==> config.mk <==
export PLATFORM = sky130hd
export DESIGN_NAME = lcd_bus_reader
export DESIGN_NICKNAME = d
export VERILOG_FILES = /design/src/rtl/lcd_pkg.sv /design/src/rtl/lcd_cycle_timer.sv /design/src/rtl/lcd_bus_reader.sv
export SDC_FILE = /design/constraint.sdc
export NUM_CORES = 1
export LEC_CHECK = 0
export CORE_UTILIZATION = 45
export CTS_BUF_LIST = sky130_fd_sc_hd__clkbuf_8
export CTS_CLUSTER_DIAMETER = 50
export DETAILED_ROUTE_END_ITERATION = 12
export GPL_ROUTABILITY_DRIVEN = 1
export PLACE_DENSITY_LB_ADDON = 0.1
export SLEW_MARGIN = 20
export SYNTH_ARGS = -nofsm -noshare
export SYNTH_HDL_FRONTEND = slang
export SYNTH_SLANG_ARGS = --single-unit
==> constraint.sdc <==
create_clock -name iCLK -period 2.13 [get_ports iCLK]
set_input_delay 0.639 -clock iCLK [delete_from_list [all_inputs] [get_ports iCLK]]
set_output_delay 0.639 -clock iCLK [all_outputs]
set_load 0.005 [all_outputs]
==> src/rtl/lcd_pkg.sv <==
`default_nettype none
// ============================================================================
// Module   : lcd_pkg
// Brief    : Shared types, timing defaults and HD44780 bit positions for the
//            LCD read-direction engine.
// Revision : 1.0 - initial release
// ============================================================================
package lcd_pkg;

    typedef enum logic [2:0] {
        IDLE    = 3'd0,
        SETUP   = 3'd1,
        EN_HI   = 3'd2,
        HOLD    = 3'd3,
        RECOVER = 3'd4
    } state_t;

    // Defaults sized for a 50 MHz clock.
    localparam int unsigned c_SETUP_CYC   = 8;
    localparam int unsigned c_EN_HIGH_CYC = 25;
    localparam int unsigned c_SAMPLE_CYC  = 20;
    localparam int unsigned c_HOLD_CYC    = 2;
    localparam int unsigned c_RECOVER_CYC = 25;
    localparam int unsigned c_POLL_MAX    = 2000;

    localparam int unsigned c_BF_BIT = 7;
    localparam int unsigned c_AC_MSB = 6;

    // Bits needed to hold 0..v-1, never less than one.
    function automatic int unsigned clog2_min1(input int unsigned v);
        return (v <= 2) ? 1 : $clog2(v);
    endfunction

    function automatic int unsigned max2(input int unsigned a, input int unsigned b);
        return (a > b) ? a : b;
    endfunction

endpackage : lcd_pkg
`default_nettype wire

==> src/rtl/lcd_cycle_timer.sv <==
`default_nettype none
// ============================================================================
// Module   : lcd_cycle_timer
// Brief    : Loadable down-counter with a zero flag; times one bus phase.
// Revision : 1.0 - initial release
// ============================================================================
module lcd_cycle_timer #(
    parameter int unsigned WIDTH = 5
) (
    input  logic             clk_i,
    input  logic             rst_i,
    input  logic             load_i,
    input  logic [WIDTH-1:0] load_val_i,
    output logic [WIDTH-1:0] count_o,
    output logic             zero_o
);

    logic [WIDTH-1:0] count_q;
    logic [WIDTH-1:0] count_d;

    // Loading N-1 on phase entry makes the phase last exactly N cycles.
    always_comb begin
        count_d = count_q;
        if (load_i) begin
            count_d = load_val_i;
        end else if (count_q != '0) begin
            count_d = count_q - WIDTH'(1);
        end
    end

    always_ff @(posedge clk_i) begin
        if (rst_i) begin
            count_q <= '0;
        end else begin
            count_q <= count_d;
        end
    end

    assign count_o = count_q;
    assign zero_o  = (count_q == '0);

endmodule : lcd_cycle_timer
`default_nettype wire

==> src/rtl/lcd_bus_reader.sv <==
`default_nettype none
// ============================================================================
// Module   : lcd_bus_reader
// Brief    : HD44780 read-cycle engine: single BF/AC or data reads, plus an
//            optional busy-flag poll with a bounded number of attempts.
// Revision : 1.0 - initial release
// ============================================================================
module lcd_bus_reader
    import lcd_pkg::*;
#(
    parameter int unsigned SETUP_CYC   = c_SETUP_CYC,
    parameter int unsigned EN_HIGH_CYC = c_EN_HIGH_CYC,
    parameter int unsigned SAMPLE_CYC  = c_SAMPLE_CYC,
    parameter int unsigned HOLD_CYC    = c_HOLD_CYC,
    parameter int unsigned RECOVER_CYC = c_RECOVER_CYC,
    parameter int unsigned POLL_MAX    = c_POLL_MAX
) (
    input  logic       iCLK,
    input  logic       iRST,
    input  logic       iStart,
    input  logic       iRS,
    input  logic       iPoll,
    output logic [7:0] oDATA,
    output logic       oBF,
    output logic [6:0] oAC,
    output logic       oDone,
    output logic       oBusy,
    output logic       oTimeout,
    input  logic [7:0] LCD_DATA,
    output logic       oLCD_DATA_OE,
    output logic       LCD_EN,
    output logic       LCD_RS,
    output logic       LCD_RW
);

    localparam int unsigned c_MAX_PHASE =
        max2(max2(SETUP_CYC, EN_HIGH_CYC), max2(HOLD_CYC, RECOVER_CYC));
    localparam int unsigned c_CNT_W  = clog2_min1(c_MAX_PHASE);
    localparam int unsigned c_POLL_W = clog2_min1(POLL_MAX);

    localparam logic [c_CNT_W-1:0] c_LD_SETUP   = c_CNT_W'(SETUP_CYC - 1);
    localparam logic [c_CNT_W-1:0] c_LD_EN_HI   = c_CNT_W'(EN_HIGH_CYC - 1);
    localparam logic [c_CNT_W-1:0] c_LD_HOLD    = c_CNT_W'(HOLD_CYC - 1);
    localparam logic [c_CNT_W-1:0] c_LD_RECOVER = c_CNT_W'(RECOVER_CYC - 1);
    // Down-counter value that corresponds to EN-high cycle SAMPLE_CYC-1.
    localparam logic [c_CNT_W-1:0] c_SAMPLE_AT  = c_CNT_W'(EN_HIGH_CYC - SAMPLE_CYC);
    localparam logic [c_POLL_W-1:0] c_POLL_LAST = c_POLL_W'(POLL_MAX - 1);

    state_t              state_q;
    logic                rs_q;
    logic                poll_q;
    logic [c_POLL_W-1:0] poll_cnt_q;
    logic [7:0]          data_q;
    logic                bf_q;
    logic [6:0]          ac_q;
    logic                done_q;
    logic                timeout_q;
    logic                en_q;

    logic                timer_load_d;
    logic [c_CNT_W-1:0]  timer_val_d;
    logic [c_CNT_W-1:0]  timer_count;
    logic                timer_zero;
    logic                start_ok;
    logic                poll_again;

    // A request arriving on the oDone cycle is held off by one cycle.
    assign start_ok   = iStart && !done_q;
    assign poll_again = poll_q && bf_q && (poll_cnt_q != c_POLL_LAST);

    always_comb begin
        timer_load_d = 1'b0;
        timer_val_d  = c_LD_SETUP;
        unique case (state_q)
            IDLE: begin
                if (start_ok) begin
                    timer_load_d = 1'b1;
                    timer_val_d  = c_LD_SETUP;
                end
            end
            SETUP: begin
                if (timer_zero) begin
                    timer_load_d = 1'b1;
                    timer_val_d  = c_LD_EN_HI;
                end
            end
            EN_HI: begin
                if (timer_zero) begin
                    timer_load_d = 1'b1;
                    timer_val_d  = c_LD_HOLD;
                end
            end
            HOLD: begin
                if (timer_zero) begin
                    timer_load_d = 1'b1;
                    timer_val_d  = c_LD_RECOVER;
                end
            end
            RECOVER: begin
                if (timer_zero && poll_again) begin
                    timer_load_d = 1'b1;
                    timer_val_d  = c_LD_SETUP;
                end
            end
            default: begin
                timer_load_d = 1'b0;
            end
        endcase
    end

    lcd_cycle_timer #(
        .WIDTH      (c_CNT_W)
    ) u_phase_timer (
        .clk_i      (iCLK),
        .rst_i      (iRST),
        .load_i     (timer_load_d),
        .load_val_i (timer_val_d),
        .count_o    (timer_count),
        .zero_o     (timer_zero)
    );

    always_ff @(posedge iCLK) begin
        if (iRST) begin
            state_q    <= IDLE;
            rs_q       <= 1'b0;
            poll_q     <= 1'b0;
            poll_cnt_q <= '0;
            data_q     <= 8'h00;
            bf_q       <= 1'b0;
            ac_q       <= 7'h00;
            done_q     <= 1'b0;
            timeout_q  <= 1'b0;
            en_q       <= 1'b0;
        end else begin
            done_q <= 1'b0;
            unique case (state_q)
                IDLE: begin
                    if (start_ok) begin
                        rs_q       <= iRS;
                        poll_q     <= iPoll & ~iRS;
                        poll_cnt_q <= '0;
                        timeout_q  <= 1'b0;
                        state_q    <= SETUP;
                    end
                end
                SETUP: begin
                    if (timer_zero) begin
                        en_q    <= 1'b1;
                        state_q <= EN_HI;
                    end
                end
                EN_HI: begin
                    if (timer_count == c_SAMPLE_AT) begin
                        data_q <= LCD_DATA;
                        if (!rs_q) begin
                            bf_q <= LCD_DATA[c_BF_BIT];
                            ac_q <= LCD_DATA[c_AC_MSB:0];
                        end
                    end
                    if (timer_zero) begin
                        en_q    <= 1'b0;
                        state_q <= HOLD;
                    end
                end
                HOLD: begin
                    if (timer_zero) begin
                        state_q <= RECOVER;
                    end
                end
                RECOVER: begin
                    if (timer_zero) begin
                        if (poll_again) begin
                            poll_cnt_q <= poll_cnt_q + c_POLL_W'(1);
                            state_q    <= SETUP;
                        end else begin
                            // Still busy here only when the attempt limit was reached.
                            done_q    <= 1'b1;
                            timeout_q <= poll_q && bf_q;
                            state_q   <= IDLE;
                        end
                    end
                end
                default: begin
                    state_q <= IDLE;
                end
            endcase
        end
    end

    assign oDATA        = data_q;
    assign oBF          = bf_q;
    assign oAC          = ac_q;
    assign oDone        = done_q;
    assign oBusy        = (state_q != IDLE);
    assign oTimeout     = timeout_q;
    assign oLCD_DATA_OE = 1'b0;
    assign LCD_EN       = en_q;
    assign LCD_RS       = rs_q;
    assign LCD_RW       = 1'b1;

endmodule : lcd_bus_reader
`default_nettype wire

=== Word level (Yosys, flattened, before mapping) ===
Index checks and enable logic that the tools add are counted.

* Bits in registers: 40
* Input bits: 13
* Output and inout port bits: 23
* Word-level logic and storage cells: 81

* Add/subtract/negate cells: 2
* Equal/unequal tests: 13
* Mux-type cells: 28
* Bitwise logic cells: 5
* Reduce and logical (&&, ||, !) cells: 22

{| class="wikitable"
|+ Operator list
! operator !! count
|-
| 11-bit 2-to-1 mux || 3
|-
| 11-bit case mux with 2 select lines || 1
|-
| 3-bit 2-to-1 mux || 6
|-
| 5-bit 2-to-1 mux || 3
|-
| 3-bit case mux with 5 select lines || 1
|-
| 2-bit != test, second input constant || 7
|-
| 11-bit by 1-bit adder with 11-bit output, second input constant || 1
|-
| 11-bit != test, second input constant || 1
|-
| 1-bit 2-to-1 mux || 10
|-
| 5-bit case mux with 2 select lines || 1
|-
| 4-bit AND reduction || 2
|-
| 3-bit by 2-bit equality test with 1-bit output, second input constant || 2
|-
| 3-bit AND reduction || 2
|-
| 2-bit nonzero test || 3
|-
| 3-bit OR reduction || 2
|-
| 5-bit by 3-bit equality test with 1-bit output, second input constant || 1
|-
| 5-bit logical NOT || 1
|-
| 5-bit AND reduction || 1
|-
| 5-bit nonzero test || 1
|-
| 5-bit by 1-bit subtractor with 5-bit output, second input constant || 1
|-
| 1-bit logical AND || 4
|-
| 1-bit NOT || 4
|-
| 1-bit case mux with 2 select lines || 2
|-
| 2-bit AND reduction || 2
|-
| other kinds (8) || 8
|}

=== Depth between registers and ports, before layout ===
* Depth in word-level cells: 6
* Gate-level depth with buffers: 8
* Mapped depth without buffers: 6

=== By module ===
A second synthesis with hierarchy kept.

* Cell total of the unflattened synthesis: 218
* Area, all modules: 1,931.9 um^2

{| class="wikitable"
|+ By module, submodules not included
! module !! instances !! cells an instance !! area an instance (um^2) !! seq. area each (um^2)
|-
| lcd_bus_reader || 1 || 186 || 1,644.1 || 700.7
|-
| lcd_cycle_timer || 1 || 32 || 287.8 || 100.1
|}

=== Worst setup path after synthesis ===
Ideal clock, no wire load.

* Path kind: flip-flop to flip-flop
* Start: reg u_phase_timer.count_q[0] (netlist: u_phase_timer.count_o[0])
* End: reg poll_cnt_q[8]
* Arrival time: 1,709 ps
* Data required time: 2,000 ps
* Setup slack: 290 ps
* Stages on the path, launching flop included: 9
* Buffers on the path: 2
* Clock period less this slack: 1,840 ps
* Cells stage by stage: dfxtp_1 > inv_1 > ha_1 > nor4b_4 > a22oi_2 > buf_6 > buf_2 > o41ai_1 > a21oi_1

* Cells in the longest elaborated chain, start to end: 3

{| class="wikitable"
|+ Ends and longest elaborated chain
! item !! line !! source
|-
| start: declaration || lcd_cycle_timer.sv:18 || <nowiki>logic [WIDTH-1:0] count_q;</nowiki>
|-
| start signal: assignment || lcd_cycle_timer.sv:35 || <nowiki>count_q <= count_d;</nowiki>
|-
| 5-bit logical NOT || lcd_cycle_timer.sv:40 || <nowiki>assign zero_o = (count_q == '0);</nowiki>
|-
| 2-bit != test (no line) || - ||
|-
| 4-bit AND reduction (no line) || - ||
|-
| end signal: assignment || lcd_bus_reader.sv:173 || <nowiki>poll_cnt_q <= poll_cnt_q + c_POLL_W'(1);</nowiki>
|-
| end: declaration || lcd_bus_reader.sv:52 || <nowiki>logic [c_POLL_W-1:0] poll_cnt_q;</nowiki>
|}

No other way between the ends.
A chain may end at the register's enable or synchronous reset.

=== Final worst setup path ===
* Start: in iStart
* End: reg poll_cnt_q[7]

* Cells in the longest elaborated chain, start to end: 3

{| class="wikitable"
|+ Ends and longest elaborated chain
! item !! line !! source
|-
| start: declaration || lcd_bus_reader.sv:20 || <nowiki>input logic iStart,</nowiki>
|-
| 1-bit logical AND || lcd_bus_reader.sv:68 || <nowiki>assign start_ok = iStart && !done_q;</nowiki>
|-
| 2-bit != test (no line) || - ||
|-
| 4-bit AND reduction (no line) || - ||
|}

No other way between the ends.

==> run_results.csv <==
group,metric,value,unit
cts,tritoncts,"built",
grt,grt_pass1_vias,1519,
die,fp-row-count,23,
synthesis,syn-instance-count,218,
worst_setup_path,crit_fanout,8,
pwr,p_total,2.27,mW
timing,max-slew-margin-rel,0.664,
timing,hold_viol,0,
grt,grt_first_pass_wirelength,6910,um
finish,drive_above_1_share,0.149,
timing,setup_viol,0,
cts,cts_max_level,2,
die,core_area,4120,sq um
detailed_routing,drt_iter0_markers,100,
pwr,power_density,890,nW/um^2
synthesis,ys_seq_elements,40,
detailed_routing,num_vias,1751,
finish,seq_area,806,sq um
worst_hold_path,hold_depth,2,
timing,period_needed,2090,ps
detailed_routing,drc,0,
synthesis,syn_area,1990,sq um
finish,layout_commonest_cell,"dfxtp_1",
synthesis,async_reset_ff_frac,0,
timing,setup_ws,37.2,ps
worst_setup_path,cp-end-kind,"flop",
worst_hold_path,hp-class,"reg2reg",
cts,clock_latency,290,ps
finish,nets,279,
pwr,leakagePower,0.922,nW
worst_setup_path,criticalPathCategory,"in2reg",
job,max_cap_viol_count,0,
place,routabilityCongestion,0.815,
synthesis,synth.yosys.seq_area_share,0.402,
synthesis,yosys_warnings,0,
timing,finalCritPeriodShare,0.983,
worst_setup_path,cp.arrival,2320,ps
status,status,"finished, final reports clean",
grt,met2_usage,0.295,
die,dieArea,4700,sq um
cts,cts_buffers,5,
timing,slew_violations,0,
place,dp_hpwl,3240,um
synthesis,synth_edf_count,0,
cts,root_buffer,"clkbuf_8",
die,io_pins,36,
grt,grt_usage,0.199,
grt,grt-ovfl-total,0,
timing,fmax,0.478,GHz
finish,fill_cells,370,
grt,grtUsageMet3,0.0493,
finish,n_antenna_cell,0,
detailed_routing,dr.pass1.iters,4,
finish,area_delta_synth_final,28.2,%
worst_setup_path,cp.required,2350,ps
grt,grtUsageMet1,0.266,
detailed_routing,wl_per_cell,14.8,um
detailed_routing,totalWireLength,4630,um
finish,layout_common_cells,"dfxtp_1 (38), clkdlybuf4s50_1 (33), nor2_1 (27)",
cts,clkSlewWorstSetupHoldPaths,70,ps
synthesis,syn_nets,235,
place,place.port_buffers,33,
die,die_w,68.6,um
detailed_routing,vias_per_cell,5.61,
grt,grt_max_degree,23,
finish,multi_input_area,1100,sq um
detailed_routing,ant_nets,0,
synthesis,synth_ff_type,"dfxtp_1",
die,start_util,0.485,
synthesis,yosys.cell_types.count,52,
synthesis,syn_area_per_cell,9.15,sq um
worst_setup_path,r2r_cells,6,
timing,worst_slew_pin_slew,491,ps
timing,fin_worst_skew,2.75,ps
cts,postCtsHoldBufs,0,
finish,final_util,0.621,
grt,grt-busiest-layer,"met2",
worst_setup_path,startpoint_type,"input pin",
cts,clock_path_buffers,2,
die,fp.dieH,68.6,um
pwr,peakVddDrop,0.482,mV
grt,antenna_found_initial,0,
cts,cts_sinks,40,
place,dpl_worst_slack,-329,ps
==> critical path: stages <==
cell,delay [ps]
clkdlybuf4s50_1,510
nor4b_4,290
a22oi_2,200
or4_1,520
a21oi_2,160
==> cell type report <==
class,instances,area share
multi-input cells,157,0.431
inverters,6,0.00881
flip-flops and latches,40,0.315
repair buffers,52,0.190
clock inverters,2,0.00343
well taps,50,0.0245
clock buffers,5,0.0269
==> metrics by stage <==
step	TNS, ps	std cells	hold slack (ps)	instance area (sq um)
2_1_floorplan	0	218	442	1990
3_3_place_gp	-2280	302	464	2430
3_5_place_dp	-2800	302	469	2430
4_1_cts	-4.21	309	479	2510
5_1_grt	-270	312	506	2560
6_report	0	312	477	2560
==> where the power goes <==
part	internal (mW)	total, mW	switching [mW]
logic	0.436	0.839	0.403
clock network	0.218	0.471	0.253
registers	0.834	0.965	0.131
total	1.49	2.27	0.786
==> what timing repair did <==
item / in CTS / in global routing
pin swaps: 1 / 1
gates resized for setup: 1 / 5
setup endpoints to repair: 2 / 7
buffers inserted: 0 / 2
gates cloned: 0 / 1
==> cells by family (layout without fill, tap and decap cells) <==
logic type	after synthesis	in the layout	synth area share
flops	40	40	0.402
mux	19	19	0.0966
compound gates	45	46	0.159
fa+ha+maj	4	4	0.0251
xor+xnor	2	2	0.00878
other cells	2	2	0.00377
buf+inv	22	65	0.0583
simple gates	84	84	0.247
==> final timing paths <==
check,slack (ps),from,endpoint
max,40,iStart,poll_cnt_q[7]$_SDFFE_PP0P_
min,480,poll_cnt_q[10]$_SDFFE_PP0P_,poll_cnt_q[10]$_SDFFE_PP0P_
max reg2reg,120,u_phase_timer.count_o[0]$_SDFFE_PP0P_,u_phase_timer.count_o[1]$_SDFFE_PP0P_
min reg2reg,480,poll_cnt_q[10]$_SDFFE_PP0P_,poll_cnt_q[10]$_SDFFE_PP0P_
==> synthesized netlist by cell type, drive strengths merged (2+ instances only) <==
library cell / number / area [sq um]
nand4: 3 / 18.8
o21ai: 3 / 15.0
mux2i: 17 / 170
buf: 9 / 67.6
clkbuf: 7 / 26.3
nor2: 27 / 101
or3: 3 / 18.8
nor4: 3 / 18.8
or3b: 2 / 20.0
conb: 2 / 7.51
nor3b: 4 / 35.0
o31ai: 8 / 60.1
a22oi: 2 / 20.0
ha: 4 / 50.1
a31oi: 3 / 18.8
or4: 7 / 52.6
nor4b: 2 / 38.8
nand3: 3 / 15.0
dfxtp: 40 / 801
or4b: 4 / 40.0
nand2b: 4 / 25.0
nand2: 11 / 41.3
inv: 6 / 22.5
a211oi: 3 / 22.5
a21oi: 16 / 80.1
nor3: 5 / 25.0
o41ai: 3 / 45.1
mux2: 2 / 22.5
==> routing by layer <==
| metal | share of wire | up-vias | routed length [um] |
|---|---|---|---|
| met5 | 0 | - | 0 |
| met4 | 0.024 | 0 | 113 |
| met3 | 0.044 | 12 | 203 |
| met2 | 0.44 | 46 | 2020 |
| met1 | 0.50 | 813 | 2300 |
| li1 | - | 880 | - |
==> state kept, by name (all words and copies together), names as in the netlist <==
register and cells:
state_q 3, oDone 1, LCD_EN 1, poll_q 1, oBF 1, oDATA 8
oTimeout 1, u_phase_timer.count_o 5, LCD_RS 1, poll_cnt_q 11, oAC 7
Note: power is estimated with default switching activity, not from simulation.
